`config.mk`:
```
export PLATFORM = sky130hd
export DESIGN_NAME = vga_line_arbiter
export DESIGN_NICKNAME = d
export VERILOG_FILES = /design/src/rtl/vga_line_arbiter.sv
export SDC_FILE = /design/constraint.sdc
export NUM_CORES = 1
export LEC_CHECK = 0
export CAP_MARGIN = 20
export CORE_MARGIN = 2
export CORE_UTILIZATION = 55
export CTS_CLUSTER_DIAMETER = 80
export DETAILED_ROUTE_END_ITERATION = 12
export GPL_ROUTABILITY_DRIVEN = 0
export HOLD_SLACK_MARGIN = 0.12
export PLACE_DENSITY = 0.83
export SKIP_CTS_REPAIR_TIMING = 1
export SYNTH_ARGS = -nofsm -noshare
export SYNTH_HDL_FRONTEND = slang
export SYNTH_SLANG_ARGS = --single-unit
```
`constraint.sdc`:
```
create_clock -name clk -period 4.5 [get_ports clk]
set_clock_uncertainty 0.2 [all_clocks]
set_input_delay 0.9 -clock clk [delete_from_list [all_inputs] [get_ports clk]]
set_output_delay 0.9 -clock clk [all_outputs]
set_load 0.01 [all_outputs]
```
`src/rtl/vga_line_arbiter.sv`:
```
// Line-RAM arbiter: VGA pixel fetches always own the single RAM port; PPU writes queue in a FIFO and drain in idle cycles.
// Latency: read data appears in rd_data two cycles after rd_req (rd_valid pulse); a queued write reaches RAM in the first cycle without rd_req.
// Backpressure: reads are never stalled; wr_ready drops when the FIFO is full. Optional VGA_LINEARB_STATS_EN adds a saturating write-stall counter.
module vga_line_arbiter #(
  parameter int DEPTH = 8
) (
  input  logic        clk,
  input  logic        reset,
  input  logic        rd_req,
  input  logic [9:0]  rd_addr,
  output logic [14:0] rd_data,
  output logic        rd_valid,
  input  logic        wr_valid,
  input  logic [9:0]  wr_addr,
  input  logic [14:0] wr_data,
  output logic        wr_ready,
  output logic [9:0]  ram_addr,
  output logic [14:0] ram_wdata,
  output logic        ram_we,
  input  logic [14:0] ram_rdata,
  output logic [4:0]  fifo_level,
  output logic [15:0] stall_count
);

  localparam int         PW      = (DEPTH > 1) ? $clog2(DEPTH) : 1;
  localparam logic [4:0] DEPTH_L = 5'(DEPTH);

  typedef struct packed {
    logic [9:0]  addr;
    logic [14:0] data;
  } wr_ent_t;

  wr_ent_t        fifo_q [DEPTH];
  wr_ent_t        fifo_d [DEPTH];
  logic [PW-1:0]  wptr_q, wptr_d;
  logic [PW-1:0]  rptr_q, rptr_d;
  logic [4:0]     level_q, level_d;
  logic           rd_pend_q, rd_pend_d;
  logic           rd_valid_q, rd_valid_d;
  logic [14:0]    rd_data_q, rd_data_d;

  logic           rd_grant;
  logic           push;
  logic           pop;

  // Full flag comes from registered occupancy only, so the PPU side never sees a combinational path from rd_req.
  assign wr_ready   = (level_q < DEPTH_L);
  assign fifo_level = level_q;
  assign rd_data    = rd_data_q;
  assign rd_valid   = rd_valid_q;

  // RAM port arbitration: fetch wins outright, otherwise drain the FIFO head; reset masks both requesters.
  always_comb begin
    rd_grant  = rd_req && !reset;
    push      = wr_valid && wr_ready && !reset;
    pop       = !reset && !rd_req && (level_q != 5'd0);
    ram_we    = pop;
    ram_addr  = '0;
    ram_wdata = '0;
    if (rd_grant) begin
      ram_addr = rd_addr;
    end else if (pop) begin
      ram_addr  = fifo_q[rptr_q].addr;
      ram_wdata = fifo_q[rptr_q].data;
    end
  end

  // Next-state for FIFO storage, pointers, occupancy and the two-stage fetch return pipeline.
  always_comb begin
    fifo_d     = fifo_q;
    wptr_d     = wptr_q;
    rptr_d     = rptr_q;
    if (push) begin
      fifo_d[wptr_q] = '{addr: wr_addr, data: wr_data};
      wptr_d         = wptr_q + 1'b1;
    end
    if (pop) begin
      rptr_d = rptr_q + 1'b1;
    end
    level_d    = level_q + 5'(push) - 5'(pop);
    // RAM data is valid the cycle after the fetch; capture it then and flag it the following cycle.
    rd_pend_d  = rd_grant;
    rd_valid_d = rd_pend_q;
    rd_data_d  = rd_pend_q ? ram_rdata : rd_data_q;
  end

  // Control state register; reset discards queued writes and any fetch still in flight.
  always_ff @(posedge clk) begin
    if (reset) begin
      wptr_q     <= '0;
      rptr_q     <= '0;
      level_q    <= '0;
      rd_pend_q  <= 1'b0;
      rd_valid_q <= 1'b0;
      rd_data_q  <= '0;
    end else begin
      wptr_q     <= wptr_d;
      rptr_q     <= rptr_d;
      level_q    <= level_d;
      rd_pend_q  <= rd_pend_d;
      rd_valid_q <= rd_valid_d;
      rd_data_q  <= rd_data_d;
    end
  end

  // FIFO payload storage needs no reset: occupancy alone decides which entries are live.
  always_ff @(posedge clk) begin
    fifo_q <= fifo_d;
  end

`ifdef VGA_LINEARB_STATS_EN
  logic [15:0] stall_q, stall_d;

  // Count cycles where the PPU offers a write that the full FIFO refuses; hold at all-ones.
  always_comb begin
    stall_d = stall_q;
    if (wr_valid && !wr_ready && (stall_q != 16'hFFFF)) begin
      stall_d = stall_q + 16'd1;
    end
  end

  // Stall counter register.
  always_ff @(posedge clk) begin
    if (reset) begin
      stall_q <= '0;
    end else begin
      stall_q <= stall_d;
    end
  end

  assign stall_count = stall_q;
`else
  assign stall_count = '0;
`endif

endmodule

```
==> results.md <==
- Final WL: 18400 um
- Global-route wire length before repair: 28200 um
- Slew HR: 0.414
- Final hold slack: 0.293 ns
- Vias: 4933
- Filler Cell Count: 994
- RSZ-0062 raised after global routing: false
- Setup TNS: 0 ns
- Min-Delay Path Class: register to register
- Maximum clock rate: 232 MHz
- Row count: 47
- Initial core utilization: 0.557
- Critical Path Max Stage Delay: 0.64 ns
- Via density: 5.69
- Leakage power: 3.69 nW
- Clock slew at reported path FFs: 0.07 ns
- Remaining DRCs: 0
- Antenna Cells: 0
- Yosys reg bits: 228
- Reg power frac: 0.454
- Sw Ratio: 0.248
- Grt total ovfl: 0
- Int Power: 4.23 mW
- Chip width: 133 um
- Worst Path Arrival: 3.21 ns
- Total Routing Usage GR: 0.210
- Final Hold Fails: 0
- CP max FO: 6
- Top-Level Pins: 118
- Layout cells sized above 1: 0.156
- DR pass1 iterations: 4
- Die ar.: 17700 um2
- Most common cell after layout, fill and taps aside: edfxtp_1
- Reg area: 6570 um2
- CP endpoint kind: output port
- Critical path launch point type: input pin
- Critical path data required time: 3.40 ns
- # clock sinks: 228
- Initial antenna violation count: 0
- VDD IR max: 346 uV
- Share of flip-flops with an asynchronous set or reset: 0
- Multi-input gate area: 2310 um2
- Setup Viol. Count Final: 0
- Final antenna-violating net count: 0
- Top delay family on crit path: buffers and inverters
- Cell count after synthesis: 511
- Commonest cells after routing, fill and taps aside: 200 x edfxtp_1, 101 x clkdlybuf4s50_1, 40 x mux2i_1
- Number of synthesized flops with an enable pin: 200
- Port Buffers: 101
- Switching Power: 1.39 mW
- Ys Warns: 0
- Vias in the first global route: 5082
- Combinational group share of total power: 0.191
- Post-route minimum period: 4.31 ns
- Clk pwr share: 0.355
- Worst-path cell chain: clkdlybuf4s50_1 > or3_1 > buf_4 > o41ai_1 > clkdlybuf4s50_1
- HPWL after detailed placement: 11000 um
- Crit path buf inv count: 3
- Cell mode on critical path: clkdlybuf4s50_1
- Critical setup path kind: input pin to output port
- Syn Area/Cell: 17.9 um2
- CTS buffer count: 22
- Pwr/cell area: 502 nW/um2
- Yosys cell types: 38
- Tcrit/Tclk final: 0.957
- Final core utilization: 0.682
- Die height: 133 um
- Placed Cells: 827
- Syn Std Cell Area: 9140 um2
- Sequential fraction of the synthesis area: 0.718
- Core box area: 16400 um2
- Routed len/inst: 21.3 um
- Max H-tree Level: 1
- Slew @ Worst Pin: 0.878 ns
- Drt first-iter violations: 385
- Largest net degree at the start of global routing: 58
- Clk buf depth: 3
- Prevailing post-synth register cell: edfxtp_1
- Slowest stage cell, crit path: clkdlybuf4s50_1
- Clock Latency Late Sink: 0.50 ns
- Post-route insts no fill: 867
- Nets: 695
- Count of pins over their slew limit: 0
- Layout area overhead: 22.4%
- CTS tree: yes
- Root buffer cell: clkbuf_16
- Max-Cap Viols: 0
- Outcome: finished clean
## power groups by stage
stage	clock, mW	sequential (mW)	combinational, mW
after global routing	2.09	2.57	1.15
after floorplan	0	2.49	0.813
after detailed placement	0	2.59	1.06
after global placement	0	2.59	1.02
final	1.99	2.55	1.07
after CTS	2.02	2.55	1.08
## synthesized netlist by cell type, types with 2 or more instances
cell type	number	area share
edfxtp_1	200	0.66
nor2_1	44	0.018
mux2i_1	40	0.044
mux4_2	31	0.076
dfxtp_1	28	0.061
nand2_1	25	0.010
buf_4	20	0.016
nor2b_1	19	0.013
ha_1	9	0.012
inv_1	9	0.0037
mux4_1	9	0.026
buf_2	8	0.0044
clkbuf_1	7	0.0029
nand3_1	7	0.0038
a2111oi_0	5	0.0048
a211oi_1	5	0.0041
nand2b_1	5	0.0034
o2111ai_1	5	0.0048
o41ai_1	5	0.0048
a21oi_1	4	0.0022
or3_1	3	0.0021
xor2_1	3	0.0029
buf_12	2	0.0044
nor3_1	2	0.0011
o21ai_0	2	0.0011
xnor2_1	2	0.0019
## worst paths after layout
path / from / end / slack (ns) / cells after the start
hold / removal: rd_data[11] / rd_data[11] / 0.29 / 2
setup reg to reg: fifo_level[3] / fifo_level[4] / 0.93 / 15
setup / recovery: rd_req / ram_addr[1] / 0.19 / 5
hold reg to reg: rd_data[11] / rd_data[11] / 0.29 / 2
## metrics by stage
| stage | setup slack [ns] | power (mW) | area [um2] |
|---|---|---|---|
| after floorplan | 0.763 | 3.30 | 9200 |
| after global placement | 0.147 | 3.61 | 10400 |
| after detailed placement | 0.214 | 3.66 | 10400 |
| after CTS | 0.194 | 5.66 | 11200 |
| after global routing | 0.0801 | 5.81 | 11200 |
| final | 0.194 | 5.62 | 11200 |
## final cells by class
| cell class | instances | share of cell area |
|---|---|---|
| Multi-Input combinational cell | 246 | 0.207 |
| Clock inverter | 9 | 0.0143 |
| Clock buffer | 31 | 0.0577 |
| Sequential cell | 228 | 0.587 |
| Tap cell | 220 | 0.0246 |
| Timing Repair Buffer | 123 | 0.106 |
| Inverter | 10 | 0.00335 |
## metal layers
layer | up-vias | part of all wire | track usage
met2 | 195 | 0.52 | 0.375
met4 | 0 | 0.029 | 0.0723
li1 | 2195 | - | -
met5 | - | 0 | 0
met1 | 2500 | 0.39 | 0.263
met3 | 43 | 0.056 | 0.0352
## cells by family after synthesis
family	count (synthesis)	synth area share
AO/OA/AOI/OAI	27	0.0226
XOR/XNOR	5	0.00479
adder cells (fa/ha/maj)	10	0.0145
buffers and inverters	52	0.0378
flip-flops	228	0.718
multiplexers	81	0.147
other	1	0.000410
AND/OR/NAND/NOR	107	0.0543
## state kept, by name (all words and copies together), names as in the netlist
register	flops
fifo_q	200
rd_valid	1
rd_pend_q	1
rptr_q	3
rd_data	15
wptr_q	3
fifo_level	5
## worst reg2reg max path, delay by kind of cell, from the launching register on
kind / cells / cell delay [ns]
flops: 1 / 0.32
buf+inv: 5 / 0.80
simple gates: 4 / 0.88
compound gates: 2 / 0.24
fa+ha+maj: 4 / 1.01
(Power assumes the default switching activity.)
